## config.mk

```make
export PLATFORM = sky130hd
export DESIGN_NAME = ir_sensor_array_flat
export DESIGN_NICKNAME = d
export VERILOG_FILES = /design/src/rtl/ir_sensor_array_if.sv /design/src/rtl/ir_sensor_array.sv /design/src/flat_wrapper.sv
export SDC_FILE = /design/constraint.sdc
export NUM_CORES = 1
export LEC_CHECK = 0
export ABC_AREA = 1
export CORE_UTILIZATION = 51
export CTS_CLUSTER_SIZE = 20
export DETAILED_ROUTE_END_ITERATION = 7
export PLACE_DENSITY = 0.72
export SYNTH_ARGS = -nofsm -noshare
export SYNTH_HDL_FRONTEND = slang
export SYNTH_SLANG_ARGS = --single-unit
```

## constraint.sdc

```tcl
create_clock -name clk -period 3 [get_ports clk]
set_clock_uncertainty 0.15 [all_clocks]
set_input_delay 0.9 -clock clk [delete_from_list [all_inputs] [get_ports clk]]
set_output_delay 0.9 -clock clk [all_outputs]
set_load 0.03 [all_outputs]
```

## src/rtl/ir_sensor_array_if.sv

```systemverilog
// Sensor-array bus: raw levels in, filtered levels, sticky edge flags and interrupt out.
interface ir_sensor_array_if #(
    parameter int N_CH = 5
);
    logic [N_CH-1:0] ising;
    logic [N_CH-1:0] osing;
    logic [N_CH-1:0] rise;
    logic [N_CH-1:0] fall;
    logic [N_CH-1:0] clr_rise;
    logic [N_CH-1:0] clr_fall;
    logic [N_CH-1:0] irq_mask;
    logic            irq;

    modport master (
        output ising, clr_rise, clr_fall, irq_mask,
        input  osing, rise, fall, irq
    );

    modport slave (
        input  ising, clr_rise, clr_fall, irq_mask,
        output osing, rise, fall, irq
    );
endinterface

```

## src/rtl/ir_sensor_array.sv

```systemverilog
// Infrared sensor array: per-channel synchroniser, stability filter,
// sticky rise/fall flags with write-one-to-clear, and a masked interrupt.
module ir_sensor_array #(
    parameter int N_CH        = 5,
    parameter int FILT_CYCLES = 1000,
    parameter int INVERT      = 0
) (
    input  logic             clk,
    input  logic             rst,
    ir_sensor_array_if.slave bus
);
    localparam int              CNT_W    = $clog2(FILT_CYCLES + 1);
    localparam logic [CNT_W-1:0] CNT_LAST = CNT_W'(FILT_CYCLES - 1);
    // Synchroniser reset value doubles as the inversion mask, so the
    // post-inversion level is 0 while in reset.
    localparam logic [N_CH-1:0] INV_MASK = (INVERT != 0) ? '1 : '0;

    logic [N_CH-1:0] meta_q, meta_d;
    logic [N_CH-1:0] sync_q, sync_d;
    logic [N_CH-1:0] osing_q, osing_d;
    logic [N_CH-1:0] rise_q, rise_d;
    logic [N_CH-1:0] fall_q, fall_d;
    logic            irq_q, irq_d;
    logic [N_CH-1:0] level;
    logic [N_CH-1:0] toggle;

    assign level = sync_q ^ INV_MASK;

    for (genvar i = 0; i < N_CH; i++) begin : g_ch
        logic [CNT_W-1:0] cnt_q, cnt_d;
        logic             differ;

        assign differ    = level[i] ^ osing_q[i];
        assign toggle[i] = differ && (cnt_q == CNT_LAST);

        always_comb begin
            // NOTE: default first, so no path leaves cnt_d unassigned (no latch).
            cnt_d = '0;
            if (differ && (cnt_q != CNT_LAST)) begin
                cnt_d = cnt_q + 1'b1;
            end
        end

        always_ff @(posedge clk or posedge rst) begin
            if (rst) begin
                cnt_q <= '0;
            end else begin
                cnt_q <= cnt_d;
            end
        end
    end

    always_comb begin
        meta_d  = bus.ising;
        sync_d  = meta_q;
        osing_d = osing_q ^ toggle;
        // A set on the toggle edge overrides a coincident clear.
        rise_d  = (rise_q & ~bus.clr_rise) | (toggle & ~osing_q);
        fall_d  = (fall_q & ~bus.clr_fall) | (toggle & osing_q);
        irq_d   = |((rise_q | fall_q) & bus.irq_mask);
    end

    always_ff @(posedge clk or posedge rst) begin
        if (rst) begin
            meta_q  <= INV_MASK;
            sync_q  <= INV_MASK;
            osing_q <= '0;
            rise_q  <= '0;
            fall_q  <= '0;
            irq_q   <= 1'b0;
        end else begin
            // NOTE: non-blocking so every flop samples pre-edge values.
            meta_q  <= meta_d;
            sync_q  <= sync_d;
            osing_q <= osing_d;
            rise_q  <= rise_d;
            fall_q  <= fall_d;
            irq_q   <= irq_d;
        end
    end

    assign bus.osing = osing_q;
    assign bus.rise  = rise_q;
    assign bus.fall  = fall_q;
    assign bus.irq   = irq_q;
endmodule

```

## src/flat_wrapper.sv

```systemverilog
// flat-port wrapper written by rule: the top's interface ports become plain ports
module ir_sensor_array_flat 
#(
    parameter int N_CH        = 5,
    parameter int FILT_CYCLES = 1000,
    parameter int INVERT      = 0
)
  (clk, rst, bus_ising, bus_clr_rise, bus_clr_fall, bus_irq_mask, bus_osing, bus_rise, bus_fall, bus_irq);
  ir_sensor_array_if #(.N_CH(N_CH)) bus_i ();
  input  logic clk;
  input  logic rst;
  input wire logic [$bits(bus_i.ising)-1:0] bus_ising;
  input wire logic [$bits(bus_i.clr_rise)-1:0] bus_clr_rise;
  input wire logic [$bits(bus_i.clr_fall)-1:0] bus_clr_fall;
  input wire logic [$bits(bus_i.irq_mask)-1:0] bus_irq_mask;
  output wire logic [$bits(bus_i.osing)-1:0] bus_osing;
  output wire logic [$bits(bus_i.rise)-1:0] bus_rise;
  output wire logic [$bits(bus_i.fall)-1:0] bus_fall;
  output wire logic [$bits(bus_i.irq)-1:0] bus_irq;
  assign bus_i.ising = bus_ising;
  assign bus_i.clr_rise = bus_clr_rise;
  assign bus_i.clr_fall = bus_clr_fall;
  assign bus_i.irq_mask = bus_irq_mask;
  assign bus_osing = bus_i.osing;
  assign bus_rise = bus_i.rise;
  assign bus_fall = bus_i.fall;
  assign bus_irq = bus_i.irq;
  ir_sensor_array #(.N_CH(N_CH), .FILT_CYCLES(FILT_CYCLES), .INVERT(INVERT)) u_core (.clk(clk), .rst(rst), .bus(bus_i));
endmodule
```

; ---- After elaboration in Yosys (flattened, before gate mapping)
; Cells that the tools add are included.
[op_classes]
n_eq_ne = 10
muxes = 5
bitwise = 17
add_sub_neg = 5
reduce_logical = 11
[ops]
columns = op, count
row1 = $add A10 B1 Y10 const B, 5
row2 = $eq A10 B10 Y1 const B, 5
row3 = $mux W10, 5
row4 = $ne A10 B10 Y1 const B, 5
row5 = $and A5 B5 Y5, 5
row6 = $not A5 Y5, 3
row7 = $or A5 B5 Y5, 3
row8 = $logic_and A1 B1 Y1, 10
row9 = $reduce_or A5 Y1, 1
row10 = $xor A1 B1 Y1, 5
row11 = $xor A5 B5 Y5, 1
[word_totals]
word_cells = 59
output_inout_bits = 16
register_bits = 76

; ---- Longest topological paths before layout
; Gate-level depths: netlist of the first run.
[logic_depth]
word_depth = 4
mapped_depth = 6
mapped_depth_nobuf = 6

; ---- Least setup slack after synthesis of the first run
; OpenSTA, ideal clock, no wires.
[synth_timing]
kind = reg-to-output
from = register (tool-made name)
to = output port bus_osing[0]
slack_ns = 1.439
required_ns = 1.950
path_stages_with_launch = 1
arrival_time_ns = 0.511
path_cell_list = dfrtp_1
[synth_lines]
columns = item, line
row1 = end: declaration, flat_wrapper.sv:16  ; output wire logic [$bits(bus_i.osing)-1:0] bus_osing;

==> results of run 1 <==
-- through the flow --
step	utilization, %	setup WS, ns
floorplan	-	0.0117
global placement	61.1	0.891
detailed placement	61.1	0.885
CTS	63.3	0.482
global route	63.3	0.461
finish	63.3	0.508
-- placed cells by master, fill, tap and decap left out, types with 8 or more instances in the layout --
master,synthesis,layout
clkbuf_8,0,9
clkdlybuf4s50_1,0,37
dfrtp_1,76,76
inv_1,67,66
nand2_1,86,86
nand2_2,12,12
nand3_1,28,28
nand4_1,8,8
nor2_1,66,66
nor2_2,14,14
xor2_1,15,15
-- final cells by class --
| class | count | share of cell area, % |
|---|---|---|
| Inverter | 67 | 5.78 |
| Clock inverter | 3 | 0.345 |
| Tap cell | 96 | 2.76 |
| Multi-Input combinational cell | 284 | 35.1 |
| Sequential cell | 76 | 43.7 |
| Clock buffer | 12 | 3.11 |
| Timing Repair Buffer | 39 | 9.15 |
-- layer usage --
metal / wire [µm] / GRT usage, %
met1: 2980 / 24.0
met2: 3460 / 38.0
met3: 218 / 5.40
met4: 110 / 7.27
met5: 0 / 0
-- report_power, final --
part / internal [mW] / total, mW / switching (mW) / leakage [nW]
logic: 0.0489 / 0.103 / 0.0544 / 0.848
clock network: 0.293 / 0.643 / 0.351 / 0.0800
registers: 1.05 / 1.07 / 0.0208 / 1.03
total: 1.39 / 1.81 / 0.426 / 1.95
-- registers in the layout, indices dropped and copies added (netlist names), named ones only --
register and count:
u_core.g_ch.cnt_q 50, u_core.bus.fall 5, u_core.bus.rise 5, u_core.level 5
u_core.meta_q 5, u_core.bus.irq 1
-- logic make-up (layout without fill, tap and decap cells) --
family                   Yosys count  after routing  share of synthesized area [%]
AO/OA/AOI/OAI                     25             25                           4.76
XOR/XNOR                          20             20                           4.76
adder cells (fa/ha/maj)            5              5                           1.70
flip-flops                        76             76                           51.7
AND/OR/NAND/NOR                  234            234                           30.3
buffers and inverters             67            121                           6.83
-- final timing paths --
path	endpoint	slack, ns
worst max-delay path	bus_osing[1]	0.51
worst min-delay path	u_core.level[4]	0.20
worst max register to register	u_core.g_ch[0].cnt_q[2]	1.53
worst min register to register	u_core.level[4]	0.20
max in group asynchronous	u_core.g_ch[3].cnt_q[4]	1.31
min in group asynchronous	asynchronous set/reset pin	0.67
==> results.ini, run 1 <==
[worst_setup_path]
max_stage_delay_ns=0.70
crit_path_end_kind=primary output
critical-path-top-delay-family=buffers and inverters
path_cells=clkdlybuf4s50_1
worstReg2RegStart=u_core.g_ch[0].cnt_q[0]
crit_path_start_kind=register
rr_worst_depth=6
cp_slowest_cell=clkdlybuf4s50_1
worstPathArrival_ns=1.44
cp_num_buf_inv=1
worst-path-max-fanout=4
critPathRequiredTime_ns=1.95
cp.depth=1
crit_type=reg2out

[routing]
first_pass_iters=6
detail-route-antenna-nets=0
avgRoutedWirePerCell_um=11.7
vias=2755
finalWirelength_um=6770
drc=0
vias_per_cell=4.77
dr.first_iter.drc_count=94

[clock_network]
cts_setup_buffers=0
clock_sinks=76
clockBufferDepth=2
hold_buffers=0
cts-resized-gates=0
cts_tree=done
cts_htree_levels=3
worst_skew_pair.late_latency_ns=0.34
path_clk_slew_ns=0.07
cts-root-buf=clkbuf_8
cts_buffers=9

[logic_synthesis]
synth_area_leaders=dfrtp_1 52%, nand2_1 8.8%, inv_1 6.8%, nor2_1 6.7%, nand3_1 3.8%
synth_seq_cells=76
yosysSeqAreaShare_pct=51.7
syn_inst=427
synth.distinct_cells=21
synthTopCellsByCount=86 x nand2_1, 76 x dfrtp_1, 67 x inv_1, 66 x nor2_1, 28 x nand3_1
syn_area_per_cell_um2=8.62
synth_top_area_share_pct=51.7
yosysTopAreaCell=dfrtp_1
ys.flop_type=dfrtp_1
syn_nets=454
ys_warn_count=0
synth-async-reset-ratio_pct=100
synthMostInstantiatedCell=nand2_1
synth_area_um2=3680
synth-edff-count=0

[placed_design]
hpwlAfterDp_um=4980
dpl_cell_area_um2=4200
place.gp.congestion=0.753
portBuffers=37
dp.cells=562

[timing]
min_period_ns=2.49
tightest_slew_ns=0.416
fmax_mhz=401
fin_crit_sh_pct=83.1
slew_viol_final=0
fin_tns_setup_ns=0
timing.hold.ws_ns=0.201
setup_viol=0
maxSlewHeadroom_pct=72.3
hold_violations=0
grt_setup_unrepaired=false

[global_routing]
grt_pass1_wl_um=12100
grt_max_degree=34
grt_pass1_vias=2803
track_usage_pct=21.0
grt_overflow_total=0
grt_antenna_before_repair=0

[layout]
drive_gt1_share_pct=12.5
layoutNonFillerInstCount=577
seq_area_um2=1900
design_area_um2=4350
multi_input_area_um2=1530
syn_to_final_growth_pct=18.2
num-fill-cells=604
nets=504
diodes=0

[power]
powerDensity_nw_per_um2=417
total_leakage_power_nw=1.95
ir_drop_mv=0.191
p_total_mw=1.81

[floorplanning]
initial_core_util_pct=53.6
rows=30
die_w_um=86.9
design.core.area_um2=6870
ioPinCount=38
chipHeight_um=86.9
dieArea_um2=7560

[run]
max_cap_viol_count=0

[min_path]
min_from=u_core.meta_q[4]
holdPathStages=0
worstHoldPathType=reg2reg

[status]
status=finished, final reports clean

(Power assumes the default switching activity.)
==> run 2: changes to the inputs <==
Clock period 3 ns to 2.2 ns, I/O delays scaled along.
==> run 2 against run 1 <==
Combinational power is 36% higher. Sequential cell count unchanged. Non-clock buffer count decreased by 1. Design area up 0.66%. Die area unchanged. Sequential share of layout area fell by 0.29 points. Final cell count is the same. Sequential power is 36% higher. Clock power increased by 62%. Setup slack got worse by 0.43 ns. Routed wire length down 3.2%.
==> results.ini, run 2 (same netlist as run 1, synthesis figures left out) <==
[global_routing]
grt_pass1_wl_um=11500  ; -4.8%
track_usage_pct=19.9  ; -1.1 points
grt_overflow_total=0  ; unchanged
grt_pass1_vias=2654  ; -5.3%
grt_antenna_before_repair=0  ; unchanged
grt_max_degree=77  ; +130%

[timing]
hold_violations=0  ; unchanged
fin_tns_setup_ns=0  ; unchanged
tightest_slew_ns=0.391  ; -0.0252 ns
setup_viol=0  ; unchanged
min_period_ns=2.12
slew_viol_final=0  ; unchanged
timing.hold.ws_ns=0.200  ; -0.000172 ns
maxSlewHeadroom_pct=74.0  ; +1.7 points
fmax_mhz=471
grt_setup_unrepaired=false
fin_crit_sh_pct=96.5

[power]
combPwrFrac_pct=5.3  ; -0.4 points
power.share.clock_pct=39.5  ; +4.0 points
p_int_mw=2.05  ; +47%
p_sw_share_pct=22.4  ; -1.1 points
power_frac_seq_pct=55.2  ; -3.7 points
powerDensity_nw_per_um2=603  ; +44%
power.switching_mw=0.591  ; +39%
total_leakage_power_nw=2.07  ; +5.7%
ir_drop_mv=0.400  ; +110%

[routing]
detail-route-antenna-nets=0  ; unchanged
avgRoutedWirePerCell_um=11.4  ; -3.2%
finalWirelength_um=6550  ; -3.2%
vias=2707  ; -1.7%
first_pass_iters=6  ; unchanged
dr.first_iter.drc_count=95  ; +1.1%
vias_per_cell=4.69  ; -1.7%
drc=0  ; unchanged

[worst_setup_path]
crit_path_start_kind=register
cp_slowest_cell=clkdlybuf4s50_1
worstReg2RegStart=u_core.g_ch[0].cnt_q[0]
rr_worst_depth=6  ; unchanged
crit_path_end_kind=primary output
crit_type=reg2out
r2r_setup_slack_ns=0.74  ; -0.79 ns
r2r_end=u_core.g_ch[0].cnt_q[9]
worstPathArrival_ns=1.31  ; -0.13 ns
cp_num_buf_inv=1  ; unchanged
path_cells=clkdlybuf4s50_1
critPathRequiredTime_ns=1.39  ; -0.56 ns
worst-path-max-fanout=1  ; -3
crit_start=u_core.bus.irq
critical-path-top-delay-family=buffers and inverters
max_stage_delay_ns=0.66  ; -0.04 ns

[floorplanning]
rows=30  ; unchanged
dieArea_um2=7560  ; unchanged
die_w_um=86.9  ; unchanged
chipHeight_um=86.9  ; unchanged
ioPinCount=38  ; unchanged
initial_core_util_pct=53.6  ; unchanged
design.core.area_um2=6870  ; unchanged

[clock_network]
hold_buffers=0  ; unchanged
clock_sinks=76  ; unchanged
clockBufferDepth=2  ; unchanged
worst_skew_pair.late_latency_ns=0.34  ; about the same
cts_htree_levels=3  ; unchanged
path_clk_slew_ns=0.07  ; about the same
cts_buffers=9  ; unchanged
cts-root-buf=clkbuf_8
cts_tree=done
cts_setup_buffers=0  ; unchanged
cts-resized-gates=13  ; +13

[layout]
most-common-layout-cells=86 x nand2_1, 76 x dfrtp_1, 66 x inv_1, 66 x nor2_1, 28 x nand3_1
drive_gt1_share_pct=12.7  ; +0.21 points
syn_to_final_growth_pct=18.9
largest_register=u_core.g_ch.cnt_q
largest_reg_flops=50  ; unchanged
mostFrequentLayoutCell=nand2_1
diodes=0  ; unchanged
nets=503  ; -0.20%

[placed_design]
place.gp.congestion=0.809  ; +7.3%
hpwlAfterDp_um=4790  ; -3.9%
portBuffers=37  ; unchanged

[min_path]
worstHoldPathType=reg2reg
min_from=u_core.meta_q[3]
holdPathStages=0  ; unchanged
holdPathEnd=u_core.level[3]

[run]
max_cap_viol_count=0  ; unchanged

[status]
status=finished, final reports clean

-- run 2: worst max path at each step --
stage,slack [ns],depth (start not counted),to
detailed placement,0.33,1,bus_osing[3]
finish,0.08,1,bus_irq
floorplan,0.54,1,asynchronous set/reset pin
global placement,0.34,1,bus_rise[0]
CTS,0.007,1,bus_fall[2]
global route,0.03,1,bus_irq
-- run 2: routing by layer --
metal	GRT usage, %	up-vias	part of all wire (%)
met4	6.97	0	1.8
met1	24.7	1241	47
met3	5.21	14	3.5
met5	0	-	0
met2	33.8	38	48
li1	-	1414	-
-- run 2: power by group through the flow --
stage / Combinational [mW] / Sequential [mW] / Clock (mW)
after global placement: 0.141 / 1.48 / 0
after global routing: 0.162 / 1.46 / 1.13
final: 0.140 / 1.46 / 1.04
after detailed placement: 0.144 / 1.48 / 0
after CTS: 0.145 / 1.46 / 1.08
after floorplan: 0.0823 / 1.48 / 0
-- run 2: per-stage QoR --
step	util (%)	area (µm²)	total power, mW	cells	setup WS, ns
3_3_place_gp	61.1	4190	1.62	561	0.342
6_report	63.7	4380	2.64	577	0.0770
4_1_cts	63.6	4370	2.68	577	0.00709
3_5_place_dp	61.1	4190	1.63	561	0.333
5_1_grt	63.7	4380	2.76	577	0.0281
2_1_floorplan	-	3680	1.56	427	0.536
-- run 2: area by class of cell --
class | count | area (µm²)
clock buffers | 12 | 145
multi-input cells | 284 | 1530
flip-flops and latches | 76 | 1900
inverters | 67 | 255
well taps | 96 | 120
repair buffers | 38 | 379
clock inverters | 4 | 48.8
fillers | 583 | 2490
